==> config.mk <==
export PLATFORM = sky130hd
export DESIGN_NAME = bdf_sched
export DESIGN_NICKNAME = d
export VERILOG_FILES = /design/src/rtl/bdf_sched_pkg.sv /design/src/rtl/bdf_prog_mem.sv /design/src/rtl/bdf_sched.sv
export SDC_FILE = /design/constraint.sdc
export NUM_CORES = 1
export LEC_CHECK = 0
export ABC_CLOCK_PERIOD_IN_PS = 4200
export BUFFER_PORTS_ARGS = -buffer_cell sky130_fd_sc_hd__buf_2
export CAP_MARGIN = 20
export CORE_UTILIZATION = 45
export DETAILED_ROUTE_END_ITERATION = 10
export GPL_ROUTABILITY_DRIVEN = 0
export GPL_TIMING_DRIVEN = 0
export PLACE_DENSITY = 0.66
export SYNTH_ARGS = -nofsm -noshare
export SYNTH_HDL_FRONTEND = slang
export SYNTH_SLANG_ARGS = --single-unit
==> constraint.sdc <==
create_clock -name clk2 -period 4.2 [get_ports clk2]
set_clock_uncertainty 0.15 [all_clocks]
set_input_delay 0.42 -clock clk2 [delete_from_list [all_inputs] [get_ports clk2]]
set_output_delay 0.42 -clock clk2 [all_outputs]
set_load 0.05 [all_outputs]
==> src/rtl/bdf_sched_pkg.sv <==
// Shared definitions for the BDF actor scheduler.
// Holds the FSM state type, the code-word field layout, and the default
// parameter values used by bdf_sched and its program store.
package bdf_sched_pkg;

  localparam int unsigned NUM_BUFFERS        = 4;
  localparam int unsigned CODE_WIDTH         = 8;
  localparam int unsigned ITERATION_BOUND    = 8;
  localparam int unsigned PROG_DEPTH_DEFAULT = 16;

  // Buffer-index field width for the default configuration.
  localparam int unsigned BUF_IDX_W = $clog2(NUM_BUFFERS);

  typedef enum logic [2:0] {
    IDLE,
    LOAD,
    RUN,
    STALL,
    PAD
  } state_e;

  // Code word layout, MSB first: {rd_buf, wr_buf, op}.
  typedef struct packed {
    logic [BUF_IDX_W-1:0]              rd_buf;
    logic [BUF_IDX_W-1:0]              wr_buf;
    logic [CODE_WIDTH-2*BUF_IDX_W-1:0] op;
  } code_word_t;

  // Index width that never collapses to zero bits.
  function automatic int unsigned idx_width(input int unsigned n);
    return (n > 1) ? $clog2(n) : 1;
  endfunction

endpackage

==> src/rtl/bdf_prog_mem.sv <==
// Program store for the BDF scheduler.
// One write port, one registered read port, DEPTH x WIDTH. Contents are not
// reset. Read data for raddr_i appears in the cycle after it is presented.
// Ports:
//   clk_i    clock
//   we_i     write enable
//   waddr_i  write address
//   wdata_i  write data
//   raddr_i  read address (sampled every cycle)
//   rdata_o  registered read data
module bdf_prog_mem
  import bdf_sched_pkg::*;
#(
  parameter int unsigned DEPTH = PROG_DEPTH_DEFAULT,
  parameter int unsigned WIDTH = CODE_WIDTH,
  localparam int unsigned AW   = idx_width(DEPTH)
) (
  input  logic             clk_i,
  input  logic             we_i,
  input  logic [AW-1:0]    waddr_i,
  input  logic [WIDTH-1:0] wdata_i,
  input  logic [AW-1:0]    raddr_i,
  output logic [WIDTH-1:0] rdata_o
);

  logic [WIDTH-1:0] mem_q [DEPTH];
  logic [WIDTH-1:0] rdata_q;

  always_ff @(posedge clk_i) begin
    if (we_i) begin
      mem_q[waddr_i] <= wdata_i;
    end
    rdata_q <= mem_q[raddr_i];
  end

  assign rdata_o = rdata_q;

endmodule

==> src/rtl/bdf_sched.sv <==
// Boolean-dataflow static schedule sequencer.
// Stores a program of code words, then replays it once per iteration of
// ITER_PERIOD cycles, issuing each word only when its read buffer is
// non-empty and its write buffer is non-full. Short programs are padded to
// the iteration period; long or stalled ones overrun it.
// Ports:
//   clk2, rst2  clock, synchronous active-high reset
//   ctrl_in     code word to load          load_ctrl   store ctrl_in
//   start_ctrl  run while high             stop_ctrl   halt at iteration end
//   buf_empty   per-buffer empty flags     buf_full    per-buffer full flags
//   ctrl_out    issued word (0 when idle)  ctrl_valid  word issued this cycle
//   iter_done   last cycle of an iteration busy        not IDLE
//   overrun     sticky iteration overrun   load_err    sticky load overflow
module bdf_sched
  import bdf_sched_pkg::*;
#(
  parameter int unsigned NUM_BUFFS   = NUM_BUFFERS,
  parameter int unsigned CTRL_WIDTH  = CODE_WIDTH,
  parameter int unsigned ITER_PERIOD = ITERATION_BOUND,
  parameter int unsigned PROG_DEPTH  = PROG_DEPTH_DEFAULT
) (
  input  logic                  clk2,
  input  logic                  rst2,
  input  logic [CTRL_WIDTH-1:0] ctrl_in,
  input  logic                  load_ctrl,
  input  logic                  start_ctrl,
  input  logic                  stop_ctrl,
  input  logic [NUM_BUFFS-1:0]  buf_empty,
  input  logic [NUM_BUFFS-1:0]  buf_full,
  output logic [CTRL_WIDTH-1:0] ctrl_out,
  output logic                  ctrl_valid,
  output logic                  iter_done,
  output logic                  busy,
  output logic                  overrun,
  output logic                  load_err
);

  localparam int unsigned B   = idx_width(NUM_BUFFS);
  localparam int unsigned AW  = idx_width(PROG_DEPTH);
  localparam int unsigned LW  = $clog2(PROG_DEPTH + 1);
  localparam int unsigned CYW = $clog2(ITER_PERIOD + PROG_DEPTH);

  localparam logic [LW-1:0]  DEPTH_L = LW'(PROG_DEPTH);
  localparam logic [CYW-1:0] CYC_MAX = '1;

  state_e          state_q, state_d;
  logic [LW-1:0]   wr_ptr_q, wr_ptr_d;
  logic [LW-1:0]   prog_len_q, prog_len_d;
  logic [AW-1:0]   pc_q, pc_d;
  logic [CYW-1:0]  cyc_q, cyc_d;
  logic            stop_q, stop_d;
  logic            overrun_q, overrun_d;
  logic            load_err_q, load_err_d;
  logic            busy_q;

  logic                  mem_we;
  logic [AW-1:0]         mem_waddr;
  logic [CTRL_WIDTH-1:0] rd_data;
  logic [B-1:0]          rd_buf;
  logic [B-1:0]          wr_buf;
  logic                  eligible;
  logic                  issue;
  logic                  last_word;
  logic                  iter_end;
  logic [CYW-1:0]        cyc_inc;

  // Reading at the next pc keeps mem[pc] ready in the cycle pc is current,
  // so a registered store still issues with no added latency.
  bdf_prog_mem #(
    .DEPTH (PROG_DEPTH),
    .WIDTH (CTRL_WIDTH)
  ) u_prog_mem (
    .clk_i   (clk2),
    .we_i    (mem_we),
    .waddr_i (mem_waddr),
    .wdata_i (ctrl_in),
    .raddr_i (pc_d),
    .rdata_o (rd_data)
  );

  assign rd_buf    = rd_data[CTRL_WIDTH-1 -: B];
  assign wr_buf    = rd_data[CTRL_WIDTH-1-B -: B];
  assign eligible  = !buf_empty[rd_buf] && !buf_full[wr_buf];
  assign issue     = ((state_q == RUN) || (state_q == STALL)) && eligible;
  assign last_word = ((LW'(pc_q) + 1'b1) == prog_len_q);
  assign cyc_inc   = (cyc_q == CYC_MAX) ? cyc_q : cyc_q + 1'b1;

  always_comb begin
    state_d    = state_q;
    wr_ptr_d   = wr_ptr_q;
    prog_len_d = prog_len_q;
    pc_d       = pc_q;
    cyc_d      = cyc_q;
    stop_d     = stop_q;
    overrun_d  = overrun_q;
    load_err_d = load_err_q;
    mem_we     = 1'b0;
    mem_waddr  = '0;
    iter_end   = 1'b0;

    case (state_q)
      IDLE: begin
        if (load_ctrl) begin
          mem_we     = 1'b1;
          wr_ptr_d   = LW'(1);
          prog_len_d = LW'(1);
          state_d    = LOAD;
        end else if (start_ctrl && !stop_ctrl && (prog_len_q != '0)) begin
          pc_d    = '0;
          cyc_d   = '0;
          state_d = RUN;
        end
      end

      LOAD: begin
        if (load_ctrl) begin
          if (wr_ptr_q == DEPTH_L) begin
            load_err_d = 1'b1;
          end else begin
            mem_we     = 1'b1;
            mem_waddr  = wr_ptr_q[AW-1:0];
            wr_ptr_d   = wr_ptr_q + 1'b1;
            prog_len_d = wr_ptr_q + 1'b1;
          end
        end else begin
          state_d = IDLE;
        end
      end

      RUN, STALL: begin
        cyc_d  = cyc_inc;
        stop_d = stop_q | stop_ctrl;
        if (issue) begin
          if (last_word) begin
            if ((32'(cyc_q) + 32'd1) < ITER_PERIOD) begin
              state_d = PAD;
            end else begin
              iter_end = 1'b1;
            end
          end else begin
            pc_d    = pc_q + 1'b1;
            state_d = RUN;
          end
        end else begin
          state_d = STALL;
        end
      end

      PAD: begin
        cyc_d  = cyc_inc;
        stop_d = stop_q | stop_ctrl;
        if (32'(cyc_q) >= (ITER_PERIOD - 1)) begin
          iter_end = 1'b1;
        end
      end

      default: state_d = IDLE;
    endcase

    if (iter_end) begin
      pc_d  = '0;
      cyc_d = '0;
      if (32'(cyc_q) >= ITER_PERIOD) begin
        overrun_d = 1'b1;
      end
      // A stop seen in the final cycle still counts for this iteration.
      state_d = (stop_q || stop_ctrl || !start_ctrl) ? IDLE : RUN;
    end

    if (state_d == IDLE) begin
      stop_d = 1'b0;
    end
  end

  always_ff @(posedge clk2) begin
    if (rst2) begin
      state_q    <= IDLE;
      wr_ptr_q   <= '0;
      prog_len_q <= '0;
      pc_q       <= '0;
      cyc_q      <= '0;
      stop_q     <= 1'b0;
      overrun_q  <= 1'b0;
      load_err_q <= 1'b0;
      busy_q     <= 1'b0;
    end else begin
      state_q    <= state_d;
      wr_ptr_q   <= wr_ptr_d;
      prog_len_q <= prog_len_d;
      pc_q       <= pc_d;
      cyc_q      <= cyc_d;
      stop_q     <= stop_d;
      overrun_q  <= overrun_d;
      load_err_q <= load_err_d;
      busy_q     <= (state_d != IDLE);
    end
  end

  // Issue is decided from this cycle's buffer flags, so these outputs are
  // decoded rather than registered; reset masks them in its own cycle.
  assign ctrl_valid = issue && !rst2;
  assign ctrl_out   = ctrl_valid ? rd_data : '0;
  assign iter_done  = iter_end && !rst2;
  assign busy       = busy_q;
  assign overrun    = overrun_q;
  assign load_err   = load_err_q;

endmodule

[Word-level counts from Yosys, hierarchy flattened]
Memory sizes are Yosys's and may differ from the RTL's. A register that Yosys moved wholly into a read port is not among the register bits.
Cells that the tools add are included.
W data, S select, Z words.
Word-level totals
  memory bits (read-only): 0
  memory bits (writable): 128
  output and inout bits: 13
  bits of input ports: 21
  logic and storage cells: 103
  register bits after elaboration: 21
  memories: 1
  bits in latches: 0
Cells by class
  add/sub/neg operators: 5
  reductions and logical operators: 28
  div/mod/pow operators: 0
  multiplexer cells: 42
  $mul: 0
  bitwise logic cells: 1
  equality and inequality tests: 13
  magnitude comparators: 5
  shifts and indexed selects: 0
Memories
  u_prog_mem.mem_q: words 16, width 8, read ports 1, clocked after memory_dff 1, wr ports 1, RTL line bdf_prog_mem.sv:26  | logic [WIDTH-1:0] mem_q [DEPTH];
Operators by type and width (count)
  $mux W4: 8
  $mux W5: 6
  $mux W3: 7
  $pmux W5 S2: 2
  $ne A2 B2 Y1 const B: 6
  $pmux W3 S4: 1
  $mux W1: 11
  $add A5 B1 Y5 const B: 2
  $eq A5 B5 Y1 const B: 2
  $mux W8: 1
  $pmux W4 S2: 1
  $reduce_and A4 Y1: 2
  $add A5 B1 Y6 const B: 1
  $eq A3 B2 Y1 const B: 2
  $logic_and A1 B1 Y1: 6
  $logic_not A3 Y1: 2
  $lt A2 B3 Y1 const B: 2
  $lt A6 B4 Y1 const B: 1
  $reduce_or A2 Y1: 3
  $add A4 B1 Y5 const B: 1
  $eq A5 B5 Y1: 1
  $ge A5 B3 Y1 const B: 1
  $ge A5 B4 Y1 const B: 1
  $logic_not A1 Y1: 5
  other kinds (14): 19

[Longest topological paths before layout]
  word-level depth: 10
  mapped depth: 14
  mapped depth without buffers: 11

[Modules after synthesis]
From an unflattened synthesis, not the netlist that was laid out.
Second synthesis, totals
  cells, all modules: 401
  area, all modules: 6630.1 µm²
Modules (own cells, without submodules)
  bdf_prog_mem: times used 1, sequential area each 4003.8 µm², area an instance 5147.4 µm², cells each 229
  bdf_sched: times used 1, sequential area each 420.4 µm², area an instance 1482.7 µm², cells each 172

[Worst setup path before layout]
No wires, ideal clock.
  path type: input-to-output
  start: input port buf_empty[3]
  end: output port ctrl_out[0]
  data required time: 3630 ps
  setup slack: 507 ps
  stages on the path: 5
  buffers on the path: 1
  arrival time: 3123 ps
  path through: mux4_2 or2_1 buf_2 nor3_1 and2_1
On the way
  word-level cells in the longest chain between the ends: 7
Ends and longest elaborated chain
  from (decl): RTL line bdf_sched.sv:28  | input logic [NUM_BUFFS-1:0] buf_empty,
  $bmux W1 S2: RTL line bdf_sched.sv:83  | assign eligible = !buf_empty[rd_buf] && !buf_full[wr_buf];
  $mux W1 (implied by the code): RTL line bdf_sched.sv:83
  $logic_not A1 Y1: RTL line bdf_sched.sv:83
  $logic_and A1 B1 Y1: RTL line bdf_sched.sv:83
  $logic_and A1 B1 Y1: RTL line bdf_sched.sv:84  | assign issue = ((state_q == RUN) || (state_q == STALL)) && eligible;
  $logic_and A1 B1 Y1: RTL line bdf_sched.sv:201  | assign ctrl_valid = issue && !rst2;
  net ctrl_valid: RTL line bdf_sched.sv:31  | output logic ctrl_valid,
  $mux W8: RTL line bdf_sched.sv:202  | assign ctrl_out = ctrl_valid ? rd_data : '0;
  to (decl): RTL line bdf_sched.sv:30  | output logic [CTRL_WIDTH-1:0] ctrl_out,
The timed path passes the listed nets, and every way through them passes these cells. The select of a mux whose other input is x is not followed.

[Worst setup path after layout]
  start: register pc_q[0]
  end: register u_prog_mem.rdata_q[5], in the netlist u_prog_mem.rdata_o[5] (read register of u_prog_mem.mem_q)
On the way
  word-level cells in the longest chain between the ends: 6
Ends and longest elaborated chain
  from (decl): RTL line bdf_sched.sv:49  | logic [AW-1:0] pc_q, pc_d;
  from (signal assigned): RTL line bdf_sched.sv:190  | pc_q <= pc_d;
  $add A4 B1 Y5: RTL line bdf_sched.sv:85  | assign last_word = ((LW'(pc_q) + 1'b1) == prog_len_q);
  $eq A5 B5 Y1: RTL line bdf_sched.sv:85
  $mux W4 / $mux W1 (equally long branches): RTL line bdf_sched.sv:134  | if (last_word) begin
  $mux W4 / $mux W1 (equally long branches): RTL line bdf_sched.sv:133  | if (issue) begin
  $pmux W4 S2 / $pmux W1 S2 (equally long branches): RTL line bdf_sched.sv:101  | case (state_q)
  $mux W4 (*): RTL line bdf_sched.sv:160  | if (iter_end) begin
  to (decl): RTL line bdf_prog_mem.sv:27  | logic [WIDTH-1:0] rdata_q;
Every way passes the cells marked *; elsewhere a longest branch is shown, timed or not.
A chain may end at the register's enable or synchronous reset.

==> flow_summary.yaml <==
status:
  status: "finished, final reports clean"
min_path:
  hold_class: "in2reg"
sta:
  worstMarginPinSlew_ns: 0.901
  final.setup.tns_ns: 0
  drv_slew: 0
  max_freq_ghz: 0.251
  fin_crit_sh_pct: 94.8
  setup_ws_ns: 0.220
  period_needed_ns: 3.98
  finalSetupViolCount: 0
  maxSlewHeadroom_pct: 39.7
  hold_violations: 0
  rsz0062_at_grt: "true"
synth:
  syn-num-nets: 588
  avgSynthCellArea_um2: 11.8
  yosysSeqAreaShare_pct: 66.5
  yosys.cell_types.count: 52
  ys_seq_elements: 157
  ys.warnings.count: 0
  syn_area_mm2: 0.00665
  syn-instance-count: 562
  synth_top_flop_cell: "edfxtp_1"
  async_flop_share_pct: 0
  synth_edf_count: 128
power_and_ir_drop:
  swShare_pct: 21.8
  power_density_mw_per_mm2: 436
  p_sw_w: 0.000729
  pwr-share-seq_pct: 50.9
  p_leak_nw: 2.85
  pwr-share-comb_pct: 3.6
  power_w: 0.00335
  p_int_w: 0.00262
  clkPwrFrac_pct: 45.5
  vdd_drop_max_mv: 0.334
layout:
  fill_cells: 1200
  syn_to_final_growth_pct: 15.5
  seq_area_mm2: 0.00442
  nets: 644
  antenna_cells: 0
  multi_input_area_mm2: 0.00209
  layout-drive-gt1-share_pct: 14.4
critical_path:
  end_kind: "flop"
  worstPathRequired_ns: 4.32
  cp_top_family: "compound AO/OA/AOI/OAI gates"
  slowest_stage: "o41ai_2"
  crit_buf_inv: 1
  crit_chain: "ha_1, nand3b_1, a221oi_1, o2111ai_1, o41ai_2, a31o_2, buf_1, nand3_1, a22oi_1, o211ai_1"
  critPathMaxFanout: 10
  path_class: "reg2reg"
  cp.arrival_ns: 4.10
  startpoint_type: "flop"
  cpPeakStageDelay_ns: 0.84
detailed_routing:
  routed_wl_mm: 15.5
  drtIter0Drc: 414
  top_layer: "met4"
  route.antenna.remaining_nets: 0
  routed-via-count: 4734
  drc: 0
  drt-vias-per-instance: 5.81
  wl_met1_mm: 6.78
  wl_per_cell_um: 19.0
  dr_wl_met2_mm: 7.37
  wl_met3_mm: 1.13
  first_pass_iters: 6
cts:
  cts_tree: "done"
  clk_pin_slew_ns: 0.06
  cts_max_level: 4
  clk-insertion-delay-late_ns: 0.42
  cts_buffer_depth: 2
  numCtsBuffers: 17
  clkSinkCount: 157
  cts-root-buf: "clkbuf_16"
placement:
  io_buffers: 32
  dpl.hpwl_mm: 10.6
  pre_cts_ws_ns: 0.0531
global_routing:
  gr-total-overflow: 0
  antenna_found_initial: 0
  grt_pass1_wl_mm: 23.7
  grt_usage_pct: 21.6
  grt_max_degree: 17
  grt_pass1_vias: 4409
floorplanning:
  die_h_um: 124
  num_rows: 44
  core_area_mm2: 0.0145
  die_area_mm2: 0.0153
  die_w_um: 124
  start_util_pct: 45.9
  ios: 34
run:
  drv_cap: 0
==> power by group through the flow <==
| stage | clock network, W | logic, W | registers, W |
|---|---|---|---|
| after floorplan | 0 | 0.0000637 | 0.00174 |
| after global placement | 0 | 0.000115 | 0.00174 |
| after detailed placement | 0 | 0.000119 | 0.00174 |
| after CTS | 0.00153 | 0.000120 | 0.00170 |
| after global routing | 0.00161 | 0.000132 | 0.00170 |
| final | 0.00152 | 0.000121 | 0.00170 |
==> area by class of cell <==
cell class	count	share of cell area, %
Timing Repair Buffer	37	2.41
Clock inverter	14	2.08
Inverter	10	0.489
Clock buffer	18	5.59
Sequential cell	157	57.6
Multi-Input combinational cell	366	27.2
Tap cell	184	3.00
Buffer	29	1.66
==> worst register-to-register path, delay by kind of cell, from the launching register on <==
family / cells / cell delay (ns)
AND/OR/NAND/NOR: 2 / 0.34
adder cells (fa/ha/maj): 1 / 0.33
buffers and inverters: 1 / 0.45
flip-flops: 1 / 0.48
AO/OA/AOI/OAI: 6 / 2.08
==> final timing paths <==
kind	from	endpoint	slack [ns]	depth (start not counted)
worst max register to register	pc_q[0]	u_prog_mem.rdata_o[5]	0.22	10
worst min-delay path	stop_ctrl	stop_q	0.17	3
worst min register to register	overrun	overrun	0.30	2
worst max-delay path	pc_q[0]	u_prog_mem.rdata_o[5]	0.22	10
==> cells in the mapped netlist, types with 4 or more instances <==
master    number  area (µm²)
a22oi_1        8        60.1
a31oi_1       12        75.1
nor3_1         7        35.0
xnor2_1        4        35.0
nand3b_1       6        45.0
buf_2          7        35.0
nand2_1      118         443
nor2_1        34         128
ha_1           5        62.6
xor2_1         4        35.0
a21oi_1       25         125
clkbuf_1      19        71.3
inv_1         10        37.5
o21ai_0        7        35.0
dfxtp_1       29         581
and3_1         4        25.0
nand3_1       46         230
nand4_1        4        25.0
mux2i_1        7        70.1
a21boi_0       8        60.1
o211ai_1       7        52.6
and2_1        10        62.6
a32o_1         7        70.1
a21o_1         5        37.5
edfxtp_1     128        3840
==> cells by family (layout without fill, tap and decap cells) <==
logic type	count (synthesis)	after routing	share of synthesized area (%)
mux	11	11	2.18
compound gates	97	97	10.2
buf+inv	39	108	2.45
simple gates	245	245	16.7
xor+xnor	8	8	1.05
fa+ha+maj	5	5	0.941
flops	157	157	66.5
==> repair_timing <==
| action | CTS | global route |
|---|---|---|
| buffers inserted | 0 | 0 |
| hold endpoints to repair | 0 | 0 |
| setup endpoints to repair | 0 | 7 |
| gates resized for setup | 0 | 9 |
| hold buffers | 0 | 0 |
==> layer usage <==
metal | track usage (%) | vias to the layer above
li1 | - | 2179
met1 | 29.6 | 2316
met2 | 33.8 | 219
met3 | 4.03 | 20
met4 | 8.96 | 0
met5 | 0 | -
==> flip-flops by register name (all words and copies together) (netlist names) <==
| signal | flops |
|---|---|
| state_q | 3 |
| overrun | 1 |
| cyc_q | 5 |
| prog_len_q | 5 |
| stop_q | 1 |
| pc_q | 4 |
| u_prog_mem.mem_q | 128 |
| busy | 1 |
| u_prog_mem.rdata_o | 8 |
| load_err | 1 |
==> stage by stage <==
| step | util (%) | area (µm²) | hold WS, ns | instances |
|---|---|---|---|---|
| finish | 53.1 | 7680 | 0.167 | 815 |
| global route | 53.1 | 7680 | 0.201 | 815 |
| CTS | 52.8 | 7650 | 0.152 | 814 |
| detailed placement | 48.8 | 7060 | 0.299 | 782 |
| global placement | 48.6 | 7040 | 0.288 | 778 |
| floorplan | - | 6650 | 0.313 | 562 |
==> layout by cell type, fill, tap and decap left out, drive strengths merged, types with 6 or more instances in the layout <==
cell type,count
a21boi,8
a21oi,25
a22oi,8
a31oi,12
a32o,7
and2,10
buf,46
clkbuf,38
dfxtp,29
edfxtp,128
inv,14
mux2i,7
nand2,118
nand3,46
nand3b,6
nor2,34
nor3,7
o211ai,7
o21ai,9
(Power assumes the default switching activity.)
